<file path="config.mk">
export PLATFORM = sky130hd
export DESIGN_NAME = mul_seq_unit
export DESIGN_NICKNAME = d
export VERILOG_FILES = /design/src/rtl/mul_seq_unit.sv
export SDC_FILE = /design/constraint.sdc
export NUM_CORES = 1
export LEC_CHECK = 0
export CAP_MARGIN = 40
export CELL_PAD_IN_SITES_DETAIL_PLACEMENT = 1
export CELL_PAD_IN_SITES_GLOBAL_PLACEMENT = 2
export CORE_UTILIZATION = 25
export CTS_CLUSTER_DIAMETER = 60
export DETAILED_ROUTE_END_ITERATION = 16
export DONT_BUFFER_PORTS = 1
export PLACE_DENSITY_LB_ADDON = 0.3
export SYNTH_ARGS = -nofsm -noshare
export SYNTH_HDL_FRONTEND = slang
export SYNTH_SLANG_ARGS = --single-unit
</file>
<file path="constraint.sdc">
create_clock -name clk_i -period 11.94 [get_ports clk_i]
set_input_delay 3.582 -clock clk_i [delete_from_list [all_inputs] [get_ports clk_i]]
set_output_delay 3.582 -clock clk_i [all_outputs]
set_load 0.02 [all_outputs]
</file>
<file path="src/rtl/mul_seq_unit.sv">
// Iterative shift-add multiplier for the EX stage.
// Produces a 2*WIDTH-bit product over WIDTH clock cycles. The low word feeds
// the ALU-result select mux, the high word feeds the HI register path.
//
// Handshake: start_i is accepted only when the unit is IDLE or DONE (and
// kill_i is low). Operands and signed_i are captured on the accepting edge;
// they may change freely afterwards. busy_o is high for the WIDTH cycles of
// iteration, and done_o pulses for exactly one cycle when prod_lo_o/prod_hi_o
// carry the new product. The product outputs hold until the next DONE or a
// reset. kill_i aborts any operation without a done_o pulse.
module mul_seq_unit #(
  parameter int WIDTH = 32,
  parameter int CNT_W = $clog2(WIDTH)
) (
  input  logic             clk_i,
  input  logic             rst_i,
  input  logic             start_i,
  input  logic             signed_i,
  input  logic [WIDTH-1:0] src1_i,
  input  logic [WIDTH-1:0] src2_i,
  input  logic             kill_i,
  output logic             busy_o,
  output logic             done_o,
  output logic [WIDTH-1:0] prod_lo_o,
  output logic [WIDTH-1:0] prod_hi_o,
  output logic [1:0]       dbg_state_o
);

  typedef enum logic [1:0] {
    IDLE = 2'd0,
    RUN  = 2'd1,
    DONE = 2'd2
  } state_t;

  localparam logic [CNT_W-1:0] CNT_LAST = CNT_W'(WIDTH - 1);

  state_t               state_q, state_d;
  logic                 load;
  logic [CNT_W-1:0]     cnt_q;
  logic [2*WIDTH-1:0]   mcand_q;
  logic [WIDTH-1:0]     mplier_q;
  logic [2*WIDTH-1:0]   acc_q;
  logic                 neg_q;
  logic [WIDTH-1:0]     prod_lo_q, prod_hi_q;

  logic [WIDTH-1:0]     mag1, mag2;
  logic                 neg_in;
  logic [2*WIDTH-1:0]   acc_add;
  logic [2*WIDTH-1:0]   product;

  // Operand magnitudes and result sign; the most negative value maps to
  // 2^(WIDTH-1), which still fits as an unsigned WIDTH-bit magnitude.
  always_comb begin
    mag1    = (signed_i && src1_i[WIDTH-1]) ? -src1_i : src1_i;
    mag2    = (signed_i && src2_i[WIDTH-1]) ? -src2_i : src2_i;
    neg_in  = signed_i & (src1_i[WIDTH-1] ^ src2_i[WIDTH-1]);
    acc_add = mplier_q[0] ? (acc_q + mcand_q) : acc_q;
    product = neg_q ? -acc_add : acc_add;
  end

  // State register.
  always_ff @(posedge clk_i) begin
    if (rst_i) state_q <= IDLE;
    else       state_q <= state_d;
  end

  // Next-state logic and operand-load decision; kill_i overrides all moves.
  always_comb begin
    state_d = state_q;
    load    = 1'b0;
    case (state_q)
      IDLE: begin
        if (start_i) begin
          state_d = RUN;
          load    = 1'b1;
        end
      end
      RUN: begin
        if (cnt_q == CNT_LAST) state_d = DONE;
      end
      DONE: begin
        if (start_i) begin
          state_d = RUN;
          load    = 1'b1;
        end else begin
          state_d = IDLE;
        end
      end
      default: state_d = IDLE;
    endcase
    if (kill_i) begin
      state_d = IDLE;
      load    = 1'b0;
    end
  end

  // Datapath: operand capture, one shift-add step per RUN cycle, and product
  // registration on the final step.
  always_ff @(posedge clk_i) begin
    if (rst_i) begin
      cnt_q     <= '0;
      mcand_q   <= '0;
      mplier_q  <= '0;
      acc_q     <= '0;
      neg_q     <= 1'b0;
      prod_lo_q <= '0;
      prod_hi_q <= '0;
    end else if (load) begin
      cnt_q    <= '0;
      mcand_q  <= {{WIDTH{1'b0}}, mag1};
      mplier_q <= mag2;
      acc_q    <= '0;
      neg_q    <= neg_in;
    end else if (state_q == RUN && !kill_i) begin
      acc_q    <= acc_add;
      mcand_q  <= mcand_q << 1;
      mplier_q <= mplier_q >> 1;
      cnt_q    <= cnt_q + 1'b1;
      if (cnt_q == CNT_LAST) begin
        prod_lo_q <= product[WIDTH-1:0];
        prod_hi_q <= product[2*WIDTH-1:WIDTH];
      end
    end
  end

  assign busy_o      = (state_q == RUN);
  assign done_o      = (state_q == DONE);
  assign prod_lo_o   = prod_lo_q;
  assign prod_hi_o   = prod_hi_q;
  assign dbg_state_o = state_q;

endmodule

</file>
==> metrics.md, run 1 <==
| Metric | Value |
|---|---|
| Run status | finished clean |
| Arrival time at the worst endpoint | between 6 and 7 ns |
| Layout cells sized above 1 | under 10% |
| Hold-fix buffers, CTS | 0 |
| Die width | roughly 260 um |
| Max-Cap Viols | 0 |
| Clock Sinks | around 230 |
| Ys flop type | dfxtp_1 |
| Crit Path Class | in -> reg |
| Max incr delay on CP | between 0.7 and 0.8 ns |
| Core box area | about 65000 um2 |
| Setup bufs post-CTS | 0 |
| Setup WS post-layout | approximately 5.6 ns |
| RSZ-0062 raised after global routing | no |
| Final min period | 6.29 ns |
| Global-route wire length before repair | between 90000 and 100000 um |
| RD Place Congestion | ~0.92 |
| Setup TNS | 0 ns |
| CTS resizes | 0 |
| Crit-path cells | nor2_4, buf_12, and2_2, nand2_1, inv_1, and3_1, mux2i_1, nand3_1 |
| Number of global-route vias before repair | between 15000 and 20000 |
| Final ANT Viol Nets | 0 |
| Worst EP required | 12.47 ns |
| GR Overflow Total | 0 |
| DRC | 0 |
| Fin. max-slew vios | 0 |
| Max FO, Critical Path | ~210 |
| Final Hold Viols | 0 |
| Synthesized Nets | 2314 |
| Post-synth EDFFs | 0 |
| Hold Path Class | reg -> reg |
| Detail Placement HPWL | about 48000 um |
| Final core occ | around 28% |
| Largest net degree at the start of global routing | 208 |
| Syn_area_per_cell | 7.55 um2 |
| Worst skew pair latency | approximately 0.59 ns |
| TritonCTS Buffers | 30 |
| Clock skew | approximately 0.014 ns |
| Post-synth top area share | around 28% |
| Synth area leader | dfxtp_1 |
| CP endpoint kind | flip-flop |
| Asr flop ratio synth | 0% |
| Routed WL per cell | roughly 21 um |
| Pwr per Cell Area | roughly 110 nW/um2 |
| Worst-Margin Slew | roughly 1 ns |
| P_leak | 0.00619 uW |
| Initial Util | between 20 and 30% |
| H-tree levels | 1 |
| Top post-synthesis cells by area | dfxtp_1 (28%), nand2_1 (6.6%), a21oi_1 (6.6%), nor2_1 (6.1%), ha_1 (5.2%) |
| Final setup vio count | 0 |
| Row count | 93 |
| Synth Register Bits | between 200 and 250 |
| Most common cell after layout, fill and taps aside | nand2_1 |
| CTS root buffer | clkbuf_16 |
| Synth unique cells | approximately 100 |
| First DRT Iteration DRCs | 908 |
| Sequential share of the synthesized area | between 20% and 30% |
| Layout area overhead | 9.62% |
| Reg clk slew, reported paths | about 0.06 ns |
| Clock Path Buffers | 3 |
| Most frequent cells in the layout | nand2_1 (291), nor2_1 (262), dfxtp_1 (230) |
| Port-buffer cells | 0 |
| Initial antenna violation count | 2 |
| Peak VDD IR | ~120 uV |
| Final period utilization | 52.7% |
| I/O Pins | between 100 and 150 |
| Mapped Cells | 2176 |
| Synth warn | 0 |
| Max Clock Freq | around 0.16 GHz |
| CP max stage cell | and2_2 |
| 1st-pass router iterations | 8 |
| Global Route Usage Sum | between 10% and 20% |
| Headroom to the max-slew limit | about a third |
| Die height | around 260 um |
| Mapped cell area | approximately 16000 um2 |
| Routed vias | about 16000 |
| Detailed Route WL | approximately 63000 um |
| Ant diodes | 0 |
| Crit path launch type | input port |
| CTS tree | built |
| Post-layout nets | ~2200 |
| Pre-CTS setup slack | 4.92 ns |
| Die area | 66700 um2 |
| Via density | ~5.5 |
[final timing paths]
| path | to | cells after the start | from | slack, ns |
|---|---|---|---|---|
| setup reg to reg | prod_hi_o[27] | 16 | mcand_q[0] | 6.51 |
| setup / recovery | prod_hi_o[29] | 8 | kill_i | 5.65 |
| hold / removal | cnt_q[4] | 2 | cnt_q[4] | 0.46 |
| hold reg to reg | cnt_q[4] | 2 | cnt_q[4] | 0.46 |
[cells by family (layout without fill, tap and decap cells)]
family          Yosys count  in the layout  share of synthesized area, %
flops                   232            232                          28.3
compound gates          683            683                          28.4
xor+xnor                144            144                          7.68
buf+inv                 190            110                          5.08
mux                      28             28                          1.74
simple gates            830            830                          23.5
fa+ha+maj                69             69                          5.30
[power breakdown]
part	switching, uW	internal (uW)	total [uW]
Clock	375	546	921
Sequential	24.8	793	818
Combinational	193	102	295
Total	593	1440	2030
[stage by stage]
step                      instance area (um2)  instances  hold slack (ns)  total power, uW
after global routing                    18000       2951            0.486             2130
after detailed placement                17000       2898            0.455             1130
after global placement                  17000       2894            0.448             1120
final                                   18000       2951            0.463             2030
after CTS                               18000       2951            0.461             2070
after floorplan                         16400       2176            0.431             1050
[layout make-up]
class | instances | area (um2)
clock buffers | 39 | 815
clock inverters | 14 | 180
fillers | 7920 | 46700
inverters | 36 | 135
multi-input cells | 1754 | 11000
flip-flops and latches | 232 | 4650
well taps | 855 | 1070
repair buffers | 21 | 179
[critical path: cells and delay by family]
kind / cells / cell delay (ns)
buffers and inverters: 2 / 1.22
muxes: 1 / 0.08
and+or+nand+nor: 5 / 1.90
[cells in the mapped netlist (all sizes together), types with 6 or more instances]
cell      n
nand2b   12
nor3     51
ha       68
or3      17
a21oi   218
o41ai     7
nor2b    11
xor2     56
a21boi    9
o211ai    7
nand2   294
o21ai   136
buf      49
a21o     23
nor4     11
a22oi     9
o31ai    28
o21bai    6
nand4    51
xnor2    88
nand3    38
and2     11
a31o      7
and4     11
or2       8
and3     20
o21a     19
o22ai     6
inv      35
a31oi    19
or4      13
a211oi   71
dfxtp   232
mux2i    24
o211a     6
clkbuf  105
nor2    266
a222oi   56
a22o     10
[routing by layer]
metal / part of all wire (%) / routed length (um) / GRT usage [%] / vias up
li1: - / - / - / 7781
met1: 47 / 29500 / 24.8 / 7939
met2: 45 / 28500 / 29.6 / 313
met3: 5.0 / 3160 / 3.28 / 83
met4: 2.8 / 1770 / 5.19 / 0
met5: 0 / 0 / 0 / -
[state kept, by name, summed over array words and instances, names as in the netlist]
register and count:
acc_q 64, prod_lo_o 32, dbg_state_o 2, neg_q 1, prod_hi_o 32, cnt_q 5
mcand_q 64, mplier_q 32
(Power assumes the default switching activity.)
==> run 2: changes to the inputs <==
clock period = 5.5 ns   (was 11.94 ns; I/O delays follow)
==> run 2 against run 1 <==
Compared with the run above: count of clock-buffer cells in the layout grew 3; die area is the same; largest power group unchanged; clock skew grew 0.0074 ns; sequential power grew 120%; non-clock buffer count grew 25; setup slack lost 5.4 ns; clock power grew 150%; via count grew 1.9%; power grew 130%; routed wire length grew 5.4%; critical path type is now reg -> reg; sequential share of layout area shrank 0.54 points; utilization grew 0.60 points.
==> metrics.md, run 2 (synthesis results as in run 1) <==
| Metric | Value |
|---|---|
| RSZ-0062 raised after global routing | no (unchanged) |
| Layout area overhead | 12.0% (was 9.62%) |
| Peak VDD IR | 153 uV (was 115 uV) |
| Final core occ | 28.4% (was 27.8%) |
| Final ANT Viol Nets | 0 (unchanged) |
| Via density | 5.51 (was 5.46) |
| Ant diodes | 0 (unchanged) |
| Setup TNS | 0 ns (unchanged) |
| Layer with the highest usage | met2 (unchanged) |
| Clock power frac | 48.4% (was 45.3%) |
| Routed vias | 16429 (was 16116) |
| Largest net degree at the start of global routing | 207 (was 208) |
| Clock Path Buffers | 3 (unchanged) |
| Delay-heaviest family, CP | simple AND/OR/NAND/NOR gates (unchanged) |
| Row count | 93 (unchanged) |
| Most common cell after layout, fill and taps aside | nand2_1 (unchanged) |
| Arrival time at the worst endpoint | 5.74 ns (was 6.82 ns) |
| Hold Path Class | reg -> reg (unchanged) |
| Post-layout nets | 2242 (was 2213) |
| Top flop regs | acc_q x64, mcand_q x64 (unchanged) |
| Clock Sinks | 232 (unchanged) |
| DRC | 0 (unchanged) |
| Switch share | 29.3% (was 29.2%) |
| Final min period | between 5 and 6 ns |
| P_sw | 1400 uW (was 593 uW) |
| CTS resizes | 0 (unchanged) |
| Headroom to the max-slew limit | 30.5% (was 32.9%) |
| CP max stage cell | nor3_1 (was and2_2) |
| Run status | finished clean (unchanged) |
| CP Depth | 15 (was 8) |
| Gate power share | 14.3% (was 14.5%) |
| Global-route wire length before repair | 101000 um (was 96500 um) |
| CTS root buffer | clkbuf_16 (unchanged) |
| RD Place Congestion | 0.912 (was 0.916) |
| Max FO, Critical Path | 10 (was 207) |
| Dpl cells | 2923 (was 2898) |
| First DRT Iteration DRCs | 1218 (was 908) |
| Reg clk slew, reported paths | 0.06 ns (about the same) |
| Die width | 258 um (unchanged) |
| Detail Placement HPWL | 50400 um (was 47800 um) |
| Port-buffer cells | 0 (unchanged) |
| Clock skew | 0.0212 ns (was 0.0137 ns) |
| Core box area | 64700 um2 (unchanged) |
| Post-Place Cell Area | 17200 um2 (was 17000 um2) |
| CP endpoint kind | flip-flop (unchanged) |
| Max incr delay on CP | 0.71 ns (was 0.77 ns) |
| Int Pwr | 3360 uW (was 1440 uW) |
| Worst Path Buf+Inv | 1 (was 2) |
| Fin. max-slew vios | 0 (unchanged) |
| Worst skew pair latency | 0.55 ns (was 0.59 ns) |
| Final period utilization | between 90% and 100% |
| Pwr per Cell Area | 258 nW/um2 (was 113 nW/um2) |
| Worst EP required | 5.98 ns (was 12.47 ns) |
| Crit-path cells | ha_1, nand2_1, nor3_1, a211oi_1, o41ai_1, buf_4, o21ai_2, xnor2_1, mux2_2, a2111oi_4, o211a_4, nand2_2, or4_4, or3_1, a31oi_1 (was nor2_4, buf_12, and2_2, nand2_1, inv_1, and3_1, mux2i_1, nand3_1) |
| Max-Cap Viols | 0 (unchanged) |
| Setup bufs post-CTS | 0 (unchanged) |
| Initial Util | 25.4% (unchanged) |
| Seq pwr share | 37.3% (was 40.2%) |
| Hold depth | 2 (unchanged) |
| Detailed Route WL | 66300 um (was 62900 um) |
| Crit path launch type | flip-flop (was input port) |
| Layout cells sized above 1 | 7.89% (was 6.25%) |
| Max Clock Freq | between 0.15 and 0.2 GHz |
| I/O Pins | 137 (unchanged) |
| Final Non-Filler Cells | 2983 (was 2951) |
| Routed WL per cell | 22.2 um (was 21.3 um) |
| P_leak | 0.00642 uW (was 0.00619 uW) |
| H-tree levels | 2 (was 1) |
| GR Overflow Total | 0 (unchanged) |
| FF-to-FF path depth | 15 (was 16) |
| Hold-fix buffers, CTS | 0 (unchanged) |
| 1st-pass router iterations | 6 (was 8) |
| CTS tree | built (unchanged) |
| Final Hold Viols | 0 (unchanged) |
| Die height | 258 um (unchanged) |
| Met3 usage | 3.16% (was 3.28%) |
| Min Hold Slack | 0.470 ns (was 0.463 ns) |
| Crit Path Class | reg -> reg (was in -> reg) |
| TritonCTS Buffers | 34 (was 30) |
| Die area | 66700 um2 (unchanged) |
| Final setup vio count | 0 (unchanged) |
| Met1 usage | 26.3% (was 24.8%) |
| Most frequent cells in the layout | nand2_1 (291), nor2_1 (262), dfxtp_1 (230) (unchanged) |
| Worst-Margin Slew | 1.04 ns (was 1.01 ns) |
| Initial antenna violation count | 2 (unchanged) |
| Met2 Track Usage GR | 31.3% (was 29.6%) |
| Number of global-route vias before repair | 16557 (was 16127) |
| Global Route Usage Sum | 19.5% (was 18.3%) |
| Final instance area | 18400 um2 (was 18000 um2) |
run 2: changes by cell type in the layout (fill, tap and decap cells not counted), moves of 2 or more:
cell	change
clkbuf_16	+5
buf_12	+2
clkbuf_1	-5
clkbuf_8	+3
inv_6	+3
buf_4	+24
run 2: metal layers:
metal / up-vias / part of all wire (%)
met5: - / 0.011
met4: 2 / 3.0
met3: 96 / 5.2
met2: 401 / 45
met1: 8088 / 47
li1: 7842 / -
run 2: path summary, 6_finish.rpt:
| kind | start | to | slack (ns) |
|---|---|---|---|
| worst min register to register | mplier_q[3] | mplier_q[2] | 0.47 |
| worst max-delay path | acc_q[33] | prod_hi_o[27] | 0.24 |
| worst max register to register | acc_q[33] | prod_hi_o[27] | 0.24 |
| worst min-delay path | mplier_q[3] | mplier_q[2] | 0.47 |
run 2: cell type report:
class                   instances  area (um2)
repair buffers                 46         378
multi-input cells            1754       11000
clock buffers                  42         962
clock inverters                18         219
flip-flops and latches        232        4650
inverters                      36         135
fillers                      7878       46300
well taps                     855        1070
run 2: tightest hold or removal path, stage by stage (launching register included):
cell and delay (ns):
dfxtp_1 0.31, nand2_1 0.06, a21oi_1 0.05
run 2: power by group through the flow:
stage	Sequential (uW)	Combinational (uW)	Clock (uW)
after floorplan	1780	500	0
after global placement	1810	669	0
after detailed placement	1810	678	0
after CTS	1770	682	2370
after global routing	1780	740	2440
final	1770	681	2300
run 2: per-stage QoR:
step / worst slack (ns) / power [uW]
floorplan: 1.08 / 2280
global placement: 0.385 / 2480
detailed placement: 0.307 / 2490
CTS: 0.312 / 4820
global route: 0.0777 / 4960
finish: 0.238 / 4750
==> run 3: changes to the inputs <==
RECOVER_POWER = 50   (was unset)
==> run 3 against run 2 <==
Compared with the run above: the flow now finishes with violations (max-capacitance violations, max-slew violations); non-clock buffer count stayed put; cell area is 0.36% lower; combinational power is 0.9% lower; power hardly changed; count of clock-buffer cells in the layout stayed put; register-to-register slack better by 0.05 ns; utilization is 0.10 points lower; sequential power hardly changed.
==> metrics.md, run 3 (synthesis results as in run 1) <==
| Metric | Value |
|---|---|
| Run status | finished, violations left (was finished clean) |
| Failing checks | max-capacitance violations, max-slew violations |
| CP endpoint kind | flip-flop (unchanged) |
| CTS root buffer | clkbuf_16 (unchanged) |
| 1st-pass router iterations | 8 (was 6) |
| Headroom to the max-slew limit | -115% (was 30.5%) |
| Routed WL per cell | 22.2 um (about the same) |
| Row count | 93 (unchanged) |
| Number of global-route vias before repair | 16557 (unchanged) |
| Dpl cells | 2923 (unchanged) |
| Top flop regs | acc_q x64, mcand_q x64 (unchanged) |
| Global Route Usage Sum | 19.5% (unchanged) |
| Reg2Reg Capture Point | prod_hi_o[27] (unchanged) |
| Pwr per Cell Area | 259 nW/um2 (was 258 nW/um2) |
| Worst Hold Launch | mplier_q[3] (unchanged) |
| Setup bufs post-CTS | 0 (unchanged) |
| Peak VDD IR | 153 uV (about the same) |
| CTS resizes | 0 (unchanged) |
| Final period utilization | 94.8% (was 95.7%) |
| Die height | 258 um (unchanged) |
| FF-to-FF path depth | 15 (unchanged) |
| Worst R2R Setup Slack | 0.28 ns (was 0.24 ns) |
| Fin. max-slew vios | 66 (was 0) |
| Metal3 WL | 3570 um (was 3430 um) |
| Final Hold Viols | 0 (unchanged) |
| Crit path launch type | flip-flop (unchanged) |
| Die area | 66700 um2 (unchanged) |
| RSZ-0062 raised after global routing | no (unchanged) |
| TritonCTS Buffers | 34 (unchanged) |
| Final min period | 5.22 ns (was 5.26 ns) |
| Post-layout nets | 2242 (unchanged) |
| Detail Placement HPWL | 50400 um (unchanged) |
| Clock skew | 0.0218 ns (was 0.0212 ns) |
| Ant diodes | 0 (unchanged) |
| Detailed Route WL | 66300 um (about the same) |
| Port-buffer cells | 0 (unchanged) |
| Max Clock Freq | 0.192 GHz (was 0.190 GHz) |
| Clock Path Buffers | 3 (unchanged) |
| Footprint of the multi-input gates | 11000 um2 (about the same) |
| Final setup vio count | 0 (unchanged) |
| Min-Delay Endpoint | mplier_q[2] (unchanged) |
| GR Overflow Total | 0 (unchanged) |
| Post-Place Cell Area | 17200 um2 (unchanged) |
| Worst skew pair latency | 0.55 ns (about the same) |
| Final Non-Filler Cells | 2983 (unchanged) |
| DRC | 0 (unchanged) |
| Core box area | 64700 um2 (unchanged) |
| Max-Cap Viols | 2 (was 0) |
| R2r startpoint | acc_q[33] (unchanged) |
| Clock Sinks | 232 (unchanged) |
| Initial Util | 25.4% (unchanged) |
| Layout cells sized above 1 | 7.47% (was 7.89%) |
| Setup crit start | acc_q[33] (unchanged) |
| Routed length on met2 | 29900 um (about the same) |
| Filler Cells Inserted | 7888 (was 7878) |
| Initial antenna violation count | 2 (unchanged) |
| FF+latch area | 4650 um2 (unchanged) |
| Via density | 5.50 (was 5.51) |
| Arrival time at the worst endpoint | 5.69 ns (was 5.74 ns) |
| Reg clk slew, reported paths | 0.06 ns (about the same) |
| H-tree levels | 2 (unchanged) |
| Most common cell after layout, fill and taps aside | nand2_1 (unchanged) |
| Worst EP required | 5.98 ns (about the same) |
| Global-route wire length before repair | 101000 um (unchanged) |
| Hold-fix buffers, CTS | 0 (unchanged) |
| Most frequent cells in the layout | nand2_1 (291), nor2_1 (264), dfxtp_1 (230) (was nand2_1 (291), nor2_1 (262), dfxtp_1 (230)) |
| Crit Path Class | reg -> reg (unchanged) |
| Setup TNS | 0 ns (unchanged) |
| Worst-Margin Slew | 3.18 ns (was 1.04 ns) |
| DRT met1 WL | 30800 um (was 31000 um) |
| Final ANT Viol Nets | 0 (unchanged) |
| Routed vias | 16394 (was 16429) |
| Max Used Layer | met5 (unchanged) |
| Hold Path Class | reg -> reg (unchanged) |
| Max FO, Critical Path | 10 (unchanged) |
| Largest net degree at the start of global routing | 207 (unchanged) |
| First DRT Iteration DRCs | 1223 (was 1218) |
| I/O Pins | 137 (unchanged) |
| RD Place Congestion | 0.912 (unchanged) |
| Die width | 258 um (unchanged) |
| P_leak | 0.00639 uW (was 0.00642 uW) |
| Final instance area | 18300 um2 (was 18400 um2) |
| Layout area overhead | 11.6% (was 12.0%) |
| Hold depth | 2 (unchanged) |
| CTS tree | built (unchanged) |
run 3: cell count changes in the layout (fill, tap and decap cells not counted), sizes merged:
cell	change
buf	-8
clkbuf	+8
run 3: where the power goes:
part	total, uW	switching [uW]	leakage (uW)	internal [uW]
sequential	1770	50.9	0.00188	1720
clock	2300	900	0.000584	1400
combinational	675	443	0.00393	232
run 3: final cells by class:
| cell class | count | share of cell area, % |
|---|---|---|
| multi-input cells | 1754 | 59.8 |
| clock inverters | 18 | 1.19 |
| well taps | 855 | 5.84 |
| repair buffers | 46 | 1.85 |
| clock buffers | 42 | 5.25 |
| flip-flops and latches | 232 | 25.4 |
| inverters | 36 | 0.737 |
run 3: stage by stage:
step                      setup slack, ns  hold WS [ns]  utilization (%)  power, uW
after floorplan                      1.08         0.431                -       2280
after global placement              0.385         0.445             26.5       2480
after detailed placement            0.307         0.450             26.6       2490
after CTS                           0.312         0.459             28.4       4820
after global routing               0.0761         0.485             28.3       4950
final                               0.284         0.463             28.3       4750
run 3: worst max-delay path by stage:
stage / slack (ns) / cells past startpoint / to
6_report: 0.28 / 15 / prod_hi_o[27]
2_1_floorplan: 1.08 / 12 / mcand_q[29]
5_1_grt: 0.08 / 15 / prod_hi_o[27]
4_1_cts: 0.31 / 15 / prod_hi_o[27]
3_5_place_dp: 0.31 / 15 / prod_hi_o[27]
3_3_place_gp: 0.38 / 15 / prod_hi_o[27]
run 3: metal layers:
metal / track usage (%) / vias to the layer above
met2: 31.3 / 423
li1: - / 7832
met1: 26.3 / 8041
met4: 6.49 / 2
met3: 3.16 / 96
met5: 0 / -
run 3: critical path, cell delays in order, from the launching register on:
cell and delay, ns:
dfxtp_1 0.36, ha_1 0.57, nand2_1 0.27, nor3_1 0.71, a211oi_1 0.16, o41ai_1 0.51
buf_4 0.23, o21ai_2 0.08, xnor2_1 0.15, mux2_2 0.35, a2111oi_4 0.43, o211a_4 0.27
nand2_2 0.06, or4_4 0.50, or3_1 0.33, a31oi_1 0.16
